==> src/rtl/div_ctrl_pkg.sv <==
// Shared types and default constants for the div_ctrl clock divider.
package div_ctrl_pkg;

    localparam int DEF_WIDTH   = 28;
    localparam int DEF_CNT_W   = 16;
    localparam int DEF_DIVISOR = 1000000;
    localparam int DEF_MIN_DIV = 2;

    typedef enum logic [1:0] {
        ST_IDLE     = 2'd0,
        ST_RUN      = 2'd1,
        ST_STOPPING = 2'd2
    } state_e;

endpackage

==> src/rtl/div_core.sv <==
// div_core: period counter plus registered q/tick generation.
// While run is low the counter is parked at 0 and q/tick are held low.
module div_core
    import div_ctrl_pkg::*;
#(
    parameter int WIDTH = DEF_WIDTH
)
(
    input  logic             clk,
    input  logic             reset,
    input  logic             run,
    input  logic [WIDTH-1:0] div_act,
    output logic             q,
    output logic             tick,
    output logic             wrap
);

    logic [WIDTH-1:0] cnt_q, cnt_d;
    logic             q_q, q_d;
    logic             tick_q, tick_d;
    logic [WIDTH-1:0] half;
    logic [WIDTH-1:0] last;

    assign half = div_act >> 1;
    assign last = div_act - WIDTH'(1);

    // >= rather than == so an out-of-range count can never run away.
    assign wrap = run && (cnt_q >= last);

    // Next counter value and the registered q/tick derived from the current count.
    always_comb begin
        cnt_d  = '0;
        q_d    = 1'b0;
        tick_d = 1'b0;
        if (run) begin
            cnt_d  = wrap ? '0 : cnt_q + WIDTH'(1);
            q_d    = (cnt_q < half);
            tick_d = wrap;
        end
    end

    // Datapath registers, cleared asynchronously.
    always_ff @(posedge clk or posedge reset) begin
        if (reset) begin
            cnt_q  <= '0;
            q_q    <= 1'b0;
            tick_q <= 1'b0;
        end else begin
            cnt_q  <= cnt_d;
            q_q    <= q_d;
            tick_q <= tick_d;
        end
    end

    assign q    = q_q;
    assign tick = tick_q;

endmodule

==> src/rtl/div_ctrl.sv <==
// div_ctrl: programmable clock divider with run/stop sequencing, a
// valid/ready config port and a one-deep shadow for glitch-free retuning.
// Optional build macro: DIV_CTRL_BURST_EN adds a period counter so a
// nonzero cfg_count ends the run after that many periods.
//
// state       | meaning
// ------------+-----------------------------------------------------------
// ST_IDLE     | outputs parked, config applied directly, shadow discarded
// ST_RUN      | dividing; config goes to shadow, loaded at the next wrap
// ST_STOPPING | stop seen, finishing the current period, config blocked
module div_ctrl
    import div_ctrl_pkg::*;
#(
    parameter int WIDTH   = DEF_WIDTH,
    parameter int CNT_W   = DEF_CNT_W,
    parameter int DIVISOR = DEF_DIVISOR,
    parameter int MIN_DIV = DEF_MIN_DIV
)
(
    input  logic             clk,
    input  logic             reset,
    input  logic             start,
    input  logic             stop,
    input  logic             cfg_valid,
    output logic             cfg_ready,
    input  logic [WIDTH-1:0] cfg_div,
    input  logic [CNT_W-1:0] cfg_count,
    output logic             q,
    output logic             tick,
    output logic             busy,
    output logic             done
);

    state_e           state_q, state_d;
    logic [WIDTH-1:0] div_act_q, div_act_d;
    logic [WIDTH-1:0] shd_div_q, shd_div_d;
    logic             shd_full_q, shd_full_d;
    logic             done_q, done_d;

    logic             run;
    logic             wrap;
    logic             cfg_xfer;
    logic [WIDTH-1:0] cfg_div_clamped;
    logic             burst_last;

`ifdef DIV_CTRL_BURST_EN
    logic [CNT_W-1:0] count_q, count_d;
    logic [CNT_W-1:0] shd_cnt_q, shd_cnt_d;
    logic [CNT_W-1:0] per_q, per_d;

    // per_q counts completed periods of the current run (or since the last
    // shadow load); the wrap that completes period count_q ends the run.
    assign burst_last = (count_q != '0) && (per_q == count_q - CNT_W'(1));
`else
    logic unused_cfg_count;

    assign unused_cfg_count = ^cfg_count;
    assign burst_last       = 1'b0;
`endif

    assign run             = (state_q != ST_IDLE);
    assign busy            = run;
    assign done            = done_q;
    assign cfg_ready       = (state_q == ST_IDLE) || ((state_q == ST_RUN) && !shd_full_q);
    assign cfg_xfer        = cfg_valid && cfg_ready;
    assign cfg_div_clamped = (cfg_div < WIDTH'(MIN_DIV)) ? WIDTH'(MIN_DIV) : cfg_div;

    div_core #(
        .WIDTH (WIDTH)
    ) u_core (
        .clk     (clk),
        .reset   (reset),
        .run     (run),
        .div_act (div_act_q),
        .q       (q),
        .tick    (tick),
        .wrap    (wrap)
    );

    // Next-state, config handshake and shadow management.
    always_comb begin
        state_d    = state_q;
        div_act_d  = div_act_q;
        shd_div_d  = shd_div_q;
        shd_full_d = shd_full_q;
        done_d     = 1'b0;
`ifdef DIV_CTRL_BURST_EN
        count_d    = count_q;
        shd_cnt_d  = shd_cnt_q;
        per_d      = per_q;
`endif

        case (state_q)
            ST_IDLE: begin
                shd_full_d = 1'b0;
                if (cfg_xfer) begin
                    div_act_d = cfg_div_clamped;
`ifdef DIV_CTRL_BURST_EN
                    count_d   = cfg_count;
`endif
                end
                // start wins over a simultaneous stop
                if (start) begin
                    state_d = ST_RUN;
`ifdef DIV_CTRL_BURST_EN
                    per_d   = '0;
`endif
                end
            end

            ST_RUN: begin
                if (cfg_xfer) begin
                    shd_div_d  = cfg_div_clamped;
                    shd_full_d = 1'b1;
`ifdef DIV_CTRL_BURST_EN
                    shd_cnt_d  = cfg_count;
`endif
                end
                if (wrap) begin
                    if (stop || burst_last) begin
                        state_d    = ST_IDLE;
                        done_d     = 1'b1;
                        shd_full_d = 1'b0;
                    end else if (shd_full_q) begin
                        // cfg_ready is low here, so no transfer can collide
                        div_act_d  = shd_div_q;
                        shd_full_d = 1'b0;
`ifdef DIV_CTRL_BURST_EN
                        count_d    = shd_cnt_q;
                        per_d      = '0;
`endif
                    end else begin
`ifdef DIV_CTRL_BURST_EN
                        per_d      = per_q + CNT_W'(1);
`endif
                    end
                end else if (stop) begin
                    state_d = ST_STOPPING;
                end
            end

            ST_STOPPING: begin
                if (wrap) begin
                    state_d    = ST_IDLE;
                    done_d     = 1'b1;
                    shd_full_d = 1'b0;
                end
            end

            default: begin
                state_d    = ST_IDLE;
                shd_full_d = 1'b0;
            end
        endcase
    end

    // Control registers; reset aborts a run silently and restores DIVISOR.
    always_ff @(posedge clk or posedge reset) begin
        if (reset) begin
            state_q    <= ST_IDLE;
            div_act_q  <= WIDTH'(DIVISOR);
            shd_div_q  <= '0;
            shd_full_q <= 1'b0;
            done_q     <= 1'b0;
        end else begin
            state_q    <= state_d;
            div_act_q  <= div_act_d;
            shd_div_q  <= shd_div_d;
            shd_full_q <= shd_full_d;
            done_q     <= done_d;
        end
    end

`ifdef DIV_CTRL_BURST_EN
    // Burst length, its shadow and the period counter.
    always_ff @(posedge clk or posedge reset) begin
        if (reset) begin
            count_q   <= '0;
            shd_cnt_q <= '0;
            per_q     <= '0;
        end else begin
            count_q   <= count_d;
            shd_cnt_q <= shd_cnt_d;
            per_q     <= per_d;
        end
    end
`endif

endmodule

==> config.mk <==
export PLATFORM = sky130hd
export DESIGN_NAME = div_ctrl
export DESIGN_NICKNAME = d
export VERILOG_FILES = /design/src/rtl/div_ctrl_pkg.sv /design/src/rtl/div_core.sv /design/src/rtl/div_ctrl.sv
export SDC_FILE = /design/constraint.sdc
export NUM_CORES = 1
export LEC_CHECK = 0
export BUFFER_PORTS_ARGS = -buffer_cell sky130_fd_sc_hd__buf_2
export CAP_MARGIN = 40
export CORE_AREA = 10 10 119 132
export DETAILED_ROUTE_END_ITERATION = 7
export DIE_AREA = 0 0 129 142
export GPL_TIMING_DRIVEN = 0
export PLACE_DENSITY = 0.73
export SYNTH_ARGS = -nofsm -noshare
export SYNTH_HDL_FRONTEND = slang
export SYNTH_HIERARCHICAL = 1
export SYNTH_SLANG_ARGS = --single-unit
export TNS_END_PERCENT = 1
==> constraint.sdc <==
create_clock -name clk -period 9.12 [get_ports clk]
set_input_delay 0.456 -clock clk [delete_from_list [all_inputs] [get_ports clk]]
set_output_delay 0.456 -clock clk [all_outputs]
set_load 0.02 [all_outputs]
==> results by stage, run 1 <==
Critical path:
- The category of the worst setup path capture point is a flip-flop.
- The family with the most delay on the worst path is simple AND/OR/NAND/NOR gates.
- The critical path goes through nor4_4 > nand3_1 > nor3_2 > nand3_1 > nor4_1 > xnor2_1 > ha_1 > nand4_2 > or4_4 > nor4_2 > nor4_1 > o211ai_1 > and2_1 > nand3b_1 > a21oi_4 > buf_2 > a21oi_1.
- The number of cells on the worst reg-to-reg path is 17.
- The delay of the slowest cell on the worst path is 0.60 ns.
- The startpoint identified for the worst register-to-register timing path is div_act_q[4].
- The worst register-to-register path ends at div_act_q[11].
- The critical path is of the flip-flop to flip-flop type.
- The largest individual stage delay along the critical path comes from the cell or4_4.
- The capturing instance or port of the critical path is div_act_q[11].
- The depth of the critical timing path with buffers and inverters included is 17.
- STA classifies the critical path startpoint as a flip-flop.
- STA puts the critical path data arrival time at 5.42 ns.
- Of all nets on the critical path, the largest fanout is 10.
- The buffer and inverter count on the worst path is 1.
- The internal reg-to-reg setup slack is 3.92 ns.
- The most critical setup path has its startpoint at div_act_q[4].
- The worst endpoint required time is 9.34 ns.

Floorplan:
- The width of the die is 129 um.
- The core area is 13000 um^2.
- After floorplanning, the core was divided into 44 placement rows.
- The die covers 18300 um^2.
- The initial standard-cell utilization of the core is 0.452.
- From bottom edge to top edge, the die measures 142 um.
- The total I/O pin count is 54.

Logic synthesis:
- The count of flip-flops with a built-in enable after synthesis is 0.
- The mean instance size in the synthesized netlist is 9.70 um^2.
- The post-synthesis sequential area ratio is 0.385.
- During synthesis, Yosys emitted a total of 6 warnings.
- The mapped netlist covers 5870 um^2.
- After technology mapping, the gate count stands at 605.
- The number of synthesized register bits is 90.
- Counting flops with an async set or reset pin after synthesis yields a share of 1.00.
- The netlist uses 51 different library cells.
- Among all flip-flop cells after synthesis, the most frequent one is dfrtp_1.
- Counting every net in the synthesized netlist gives 714.

Global route:
- The wire length of the first global-routing pass is 22500 um.
- The pin count of the biggest net entering global routing is 37.
- The initial antenna violation count is 0.
- The total congestion overflow after global routing is 0.
- Across every metal layer, demand over resource in global routing totals 0.151.
- The via count of the first global-routing pass is 4757.

Final layout:
- 0 antenna diodes ended up in the layout.
- The number of fill cells in the layout is 1193.
- Once layout is done, the placed cells without fillers occupy 6620 um^2.
- The post-layout net count is 764.
- The footprint of the multi-input gates is 3360 um^2.
- The most frequent standard cell in the layout excluding fill and tap cells is dfrtp_1.
- The top cell types in the final layout, fill and taps aside, are dfrtp_1 (83), nor2_1 (75), ha_1 (60).
- The layout cell share with drive strength beyond 1 is 0.194.
- The total area of sequential cells is 2260 um^2.
- Compared with the post-synthesis result, the final layout area differs by 12.9%.

Pwr:
- In this run the static leakage power is 3.02 nW.
- The peak supply drop is 0.208 mV.
- Power spread over the standard cell area amounts to 288 nW/um^2.

Timing:
- The worst pin sits at a relative slew slack of 0.481.
- Timing would allow up to 0.192 GHz.
- The clock period minus worst slack is 5.20 ns.
- Setup violations remaining at the end of the flow were counted as 0.
- The final number of hold-violating endpoints is 0.
- For the pin with the worst max-slew slack, the measured transition is 0.768 ns.
- The summed negative setup slack over all endpoints is 0 ns.
- The number of pins with negative max-slew slack in the final report is 0.
- The worst-case clock skew is 0.00953 ns.
- The share of the clock period used by the worst path after layout is 0.570.
- Setup repair after global routing left no endpoint under its margin.

Route:
- The count of routing violations after the opening detailed-route iteration is 205.
- The sum of routed wire length over all layers is 13400 um.
- The detailed router placed 4566 vias in this run.
- The ratio of routed vias to standard cells is 5.56.
- In the routed design, unresolved DRC markers number 0.
- The number of nets with antenna violations after routing is 0.
- The routed wirelength normalized by instance count is 16.3 um.
- The number of iterations in the first detailed-routing pass is 5.

Placed design:
- The area of placed instances is 6300 um^2.
- Detailed placement finished with a half-perimeter wire length of 10500 um.
- The count of buffers added on input and output ports is 37.
- Routability-driven placement finished with a final weighted congestion of 0.898.

Clocking:
- The number of setup buffers added after CTS is 0.
- In this run, post-CTS hold repair placed 0 buffers.
- Clock tree synthesis found a total of 90 sinks.
- The clock tree root driver cell is clkbuf_16.
- CTS built an H-tree with a depth of 3.
- TritonCTS built the clock tree.
- After clock tree synthesis, the clock-pin slew on the worst setup and hold paths is 0.07 ns.
- The clock latency on the worst-skew pair is 0.35 ns.
- The total CTS buffers is 9.
- The clock tree buffer depth is 2.
- The number of gates resized after CTS was 0.

Job:
- Max-cap violations in this run came to 0.

Worst hold path:
- The min-delay analysis places its worst path in the category primary input to async pin.

Run status:
- The flow ran to the end, and the final reports show no timing, DRC or antenna violations.
-- routing by layer --
layer  track usage  vias up  part of all wire
met4        0.0731        0             0.030
met2         0.262      101              0.50
met3        0.0280       26             0.038
li1              -     2239                 -
met1         0.176     2200              0.43
met5             0        -                 0
-- sequential cells by signal (all words and copies together) (netlist names) --
name,cells
u_core/q,1
u_core/tick,1
shd_div_q,28
div_act_q,28
shd_full_q,1
state_q,2
u_core/cnt_q,28
done,1
-- through the flow --
stage	cells	worst slack, ns	total power, mW	hold slack [ns]	util
2_1_floorplan	605	4.89	1.30	0.442	-
3_3_place_gp	803	4.12	1.46	0.455	0.482
3_5_place_dp	805	4.02	1.52	0.462	0.485
4_1_cts	821	3.99	1.92	0.183	0.510
5_1_grt	821	3.62	2.06	0.194	0.510
6_report	821	3.92	1.91	0.177	0.510
-- worst register-to-register path: stages (launching register included) --
cell	delay, ns
dfrtp_1	0.43
nor4_4	0.41
nand3_1	0.23
nor3_2	0.29
nand3_1	0.23
nor4_1	0.34
xnor2_1	0.12
ha_1	0.32
nand4_2	0.16
or4_4	0.60
nor4_2	0.35
nor4_1	0.13
o211ai_1	0.18
and2_1	0.39
nand3b_1	0.20
a21oi_4	0.33
buf_2	0.28
a21oi_1	0.09
-- logic make-up after synthesis --
group,after synthesis,share of synthesized area
compound gates,88,0.0880
xor+xnor,51,0.0761
fa+ha+maj,60,0.128
buf+inv,56,0.0422
flops,90,0.385
mux,56,0.101
simple gates,204,0.179
-- where the power goes --
| group | total (mW) | internal, mW | switching, mW |
|---|---|---|---|
| combinational | 0.815 | 0.362 | 0.453 |
| clock | 0.398 | 0.221 | 0.178 |
| sequential | 0.697 | 0.556 | 0.141 |
-- synth_stat cells, types with 2 or more instances --
cell type | n | share of area
buf_6 | 2 | 0.0038
xnor2_1 | 35 | 0.052
mux2_2 | 27 | 0.052
buf_4 | 3 | 0.0038
dfstp_2 | 7 | 0.031
nand4_1 | 15 | 0.016
o21ai_0 | 15 | 0.013
xor2_1 | 16 | 0.024
or4_4 | 2 | 0.0038
nand3_1 | 25 | 0.021
nor3_1 | 7 | 0.0060
nor3_2 | 3 | 0.0051
a21o_1 | 5 | 0.0064
clkbuf_1 | 2 | 0.0013
dfrtp_1 | 83 | 0.35
nor2b_1 | 4 | 0.0043
nand4b_1 | 2 | 0.0030
a21oi_1 | 52 | 0.044
nor4_1 | 13 | 0.014
mux2i_1 | 29 | 0.049
ha_1 | 60 | 0.13
or2_2 | 2 | 0.0021
nor2_1 | 75 | 0.048
inv_1 | 40 | 0.026
a2111oi_0 | 2 | 0.0030
buf_2 | 9 | 0.0077
and3_1 | 5 | 0.0053
and2_1 | 2 | 0.0021
o211ai_1 | 5 | 0.0064
nor2_2 | 11 | 0.012
and4_1 | 2 | 0.0030
nand2_1 | 25 | 0.016
or4_1 | 2 | 0.0026
-- cell type report --
| type | count | area share |
|---|---|---|
| Buffer | 16 | 0.0147 |
| Tap cell | 161 | 0.0304 |
| Sequential cell | 90 | 0.341 |
| Clock inverter | 7 | 0.0144 |
| Multi-Input combinational cell | 459 | 0.507 |
| Inverter | 40 | 0.0227 |
| Clock buffer | 9 | 0.0340 |
| Timing Repair Buffer | 39 | 0.0351 |
-- how the worst min path moves through the flow --
stage	start	to	slack [ns]	cells after the start
global placement	shd_div_q[0]	shd_div_q[0]	0.45	2
floorplan	shd_div_q[0]	shd_div_q[0]	0.44	2
global route	reset	shd_div_q[18]	0.19	2
finish	reset	done	0.18	2
detailed placement	shd_div_q[0]	shd_div_q[0]	0.46	2
CTS	reset	done	0.18	2
Power figures use the tool's default switching activity.
==> run 2, diff against run 1 <==
PLACE_DENSITY = 0.76   (was 0.73)
clock period = 4.3 ns   (was 9.12 ns; I/O delays follow)
==> run 2 against run 1 <==
Against the previous run:
- wire length rose by 4.2%
- clock power increased by 110%
- final cell count increased by 1.1%
- first-iteration DRC count up 14%
- critical path depth grew 1
- largest cell class unchanged
- critical endpoint is now div_act_q[0]
- the flow now finishes with violations (negative setup slack)
- register-to-register slack got worse by 4.0 ns
==> results by stage, run 2 (synthesis results as in run 1) <==
Run status:
- The flow ran to the end, but the final reports show violations.
- The final reports fail on negative setup slack.

Floorplan:
- The placement row count is 44 (unchanged).
- The total I/O pin count was 54 (unchanged).
- The width of the die is 129 um (unchanged).
- The vertical extent of the die was 142 um (unchanged).
- The core area is 13000 um^2 (unchanged).
- The initial standard-cell utilization of the core is 0.452 (unchanged).
- The area of the die is 18300 um^2 (unchanged).

Timing:
- The number of pins with negative max-slew slack in the final report is 0 (unchanged).
- The share of the clock period used by the worst path after layout is 1.03 (+0.455).
- The clock period minus worst slack is 4.41 ns (-0.791 ns).
- The maximum operating frequency came to 0.227 GHz (+18%).
- Setup repair after global routing could not meet its margin everywhere.
- The worst-case clock skew is 0.00736 ns (-0.00216 ns).
- The setup violation total in the final timing report is 29 (+29).
- The final-layout worst hold slack is 0.132 ns (-0.0446 ns).
- The normalized max-slew margin is 0.418 (-0.0634).
- The least setup slack across all paths after layout is -0.111 ns (-4.03 ns).
- The summed negative setup slack over all endpoints is -1.82 ns (-1.82 ns).
- The slew at the pin with the worst max-slew slack came to 0.865 ns (+0.0972 ns).
- The final number of hold-violating endpoints is 0 (unchanged).

Final layout:
- The post-layout net count is 773 (+1.2%).
- The largest registers in the layout are div_act_q (28), shd_div_q (28), u_core/cnt_q (28).
- The most frequent standard cell in the layout excluding fill and tap cells is dfrtp_1.
- The final standard cell utilization of the core is 0.526 (+0.0163).
- The area growth from synthesis to layout is 16.5%.
- The diode insertion count for antenna repair was 0 (unchanged).
- The count of placed standard cells in the final layout, fillers left out was 830 (+1.1%).
- The layout cell share with drive strength beyond 1 was 0.227 (+0.0333).
- The number of fill cells in the layout is 1096 (-8.1%).
- The library cells used most frequently in the layout, excluding fill and tap cells, are dfrtp_1 (82), nor2_1 (73), ha_1 (60).

Critical path:
- Walking the worst path, the cells encountered are or4_4 > or3_4 > nor2_4 > nand2_4 > nor2_2 > xnor2_1 > ha_1 > nand4_2 > or4_4 > nor2_2 > o41ai_2 > o211ai_1 > and2_4 > nand3b_1 > a21oi_4 > buf_6 > mux2i_1 > o21ai_1.
- The delay of the slowest cell on the worst path is 0.57 ns (-0.03 ns).
- The worst setup path is launched from a flip-flop.
- The critical path arrival is 4.64 ns (-0.78 ns).
- Among cell families on the critical path, the largest total delay comes from simple AND/OR/NAND/NOR gates.
- The depth of the critical timing path with buffers and inverters included is 18 (+1).
- The cell depth of the worst flop-to-flop path is 18 (+1).
- The critical-path maximum fanout is 6 (-4).
- The critical path is of the flip-flop to flip-flop type.
- On the critical path, the stage with the largest delay is an instance of or4_4.
- The buffer and inverter count on the worst path is 1 (unchanged).
- The internal reg-to-reg setup slack is -0.11 ns (-4.03 ns).
- The endpoint of the worst register-to-register path is div_act_q[0].
- The startpoint of the lowest-slack register-to-register path is div_act_q[10].
- The worst endpoint required time is 4.53 ns (-4.81 ns).
- The category of the worst setup path capture point is a flip-flop.

Clocking:
- The clock tree from TritonCTS is done.
- The clock transition time at the flip-flop clock pins of the worst setup and hold paths was 0.07 ns (about the same).
- The number of clock sinks seen by CTS is 90 (unchanged).
- The clock tree root driver cell is clkbuf_16.
- The clock tree buffer depth was 2 (unchanged).
- The number of H-tree branching levels is 3 (unchanged).
- The clock latency on the worst-skew pair is 0.35 ns (about the same).
- The total CTS buffers is 9 (unchanged).

Worst hold path:
- The worst hold path cell count is 2.
- The path with the worst hold slack has its endpoint at shd_div_q[25].
- In this run the most critical hold path is launched from cfg_div[25].
- The min-delay analysis places its worst path in the category primary input to flip-flop.

Global route:
- The wire length of the first global-routing pass was 23100 um (+2.5%).
- The overall global routing resource usage is 0.155 (+0.00397).
- The via count of the first global-routing pass was 4796 (+0.82%).
- The pin count of the biggest net entering global routing was 35 (-5.4%).
- The initial antenna violation count is 0 (unchanged).
- The total congestion overflow after global routing is 0 (unchanged).

Placed design:
- The count of input and output buffers is 37 (unchanged).
- The number of placed instances, taps included is 805 (unchanged).
- The final weighted congestion of routability-driven global placement is 0.879 (-2.1%).
- The HPWL after detailed placement is 10500 um (-0.40%).

Pwr:
- The static leakage came to 3.15 nW (+4.5%).
- The overall power is 4.16 mW (+120%).
- The peak supply drop is 0.407 mV (+95%).
- The ratio of total power to cell area came to 608 nW/um^2 (+110%).

Route:
- The number of iterations in the first detailed-routing pass is 5 (unchanged).
- The routed wirelength normalized by instance count came to 16.8 um (+3.0%).
- The residual DRC count is 0 (unchanged).
- The count of routing violations after the opening detailed-route iteration was 233 (+14%).
- The number of nets with antenna violations after routing is 0 (unchanged).
- The ratio of routed vias to standard cells is 5.66 (+1.7%).
- The sum of routed wire length over all layers came to 13900 um (+4.2%).
- The overall via count from detail_route is 4694 (+2.8%).

Job:
- The total of max-cap violations came to 0 (unchanged).
## run 2: cell count changes in the layout (fill, tap and decap cells not counted), moves of 3 or more
cell / delta
nor4_1: -4
nor4_4: +3
nor3_4: +4
nand3_1: -3
nor3_2: -3
buf_4: +6
## run 2: layout make-up
type | count | area [um^2] | area share
Timing Repair Buffer | 48 | 307 | 0.0448
Multi-Input combinational cell | 459 | 3500 | 0.512
Sequential cell | 90 | 2260 | 0.331
Tap cell | 161 | 201 | 0.0295
Clock buffer | 9 | 225 | 0.0329
Clock inverter | 7 | 86.3 | 0.0126
Buffer | 16 | 101 | 0.0148
Inverter | 40 | 150 | 0.0220
## run 2: timing repair
action,4_1_cts,5_1_grt
gates resized for setup,15,15
hold buffers,1,0
setup buffers,8,0
setup endpoints to repair,34,29
endpoints found under the hold margin,24,0
pin swaps,9,4
## run 2: worst max-delay path by stage
stage | start | slack [ns] | endpoint
2_1_floorplan | div_act_q[10] | 0.07 | div_act_q[10]
3_3_place_gp | div_act_q[4] | -0.69 | div_act_q[2]
3_5_place_dp | div_act_q[4] | -0.81 | div_act_q[2]
4_1_cts | div_act_q[2] | -0.12 | div_act_q[0]
5_1_grt | div_act_q[10] | -0.28 | div_act_q[0]
6_report | div_act_q[10] | -0.11 | div_act_q[0]
## run 2: metal layers
metal  vias to the layer above  GRT usage  routed length (um)
met1                      2279      0.180                5730
li1                       2261          -                   -
met2                       128      0.269                7140
met4                         0     0.0839                 505
met3                        26     0.0239                 529
met5                         -          0                   0
## run 2: power by group
group,leakage [nW],switching [mW],internal (mW)
sequential,1.10,0.315,1.18
combinational,1.89,1.02,0.809
clock,0.155,0.366,0.464
total,3.15,1.70,2.45
## run 2: stage by stage
step                      worst slack, ns  area [um^2]
after CTS                          -0.120         6750
after floorplan                    0.0679         5870
after global routing               -0.285         6840
after global placement             -0.694         6260
after detailed placement           -0.811         6300
final                              -0.111         6840
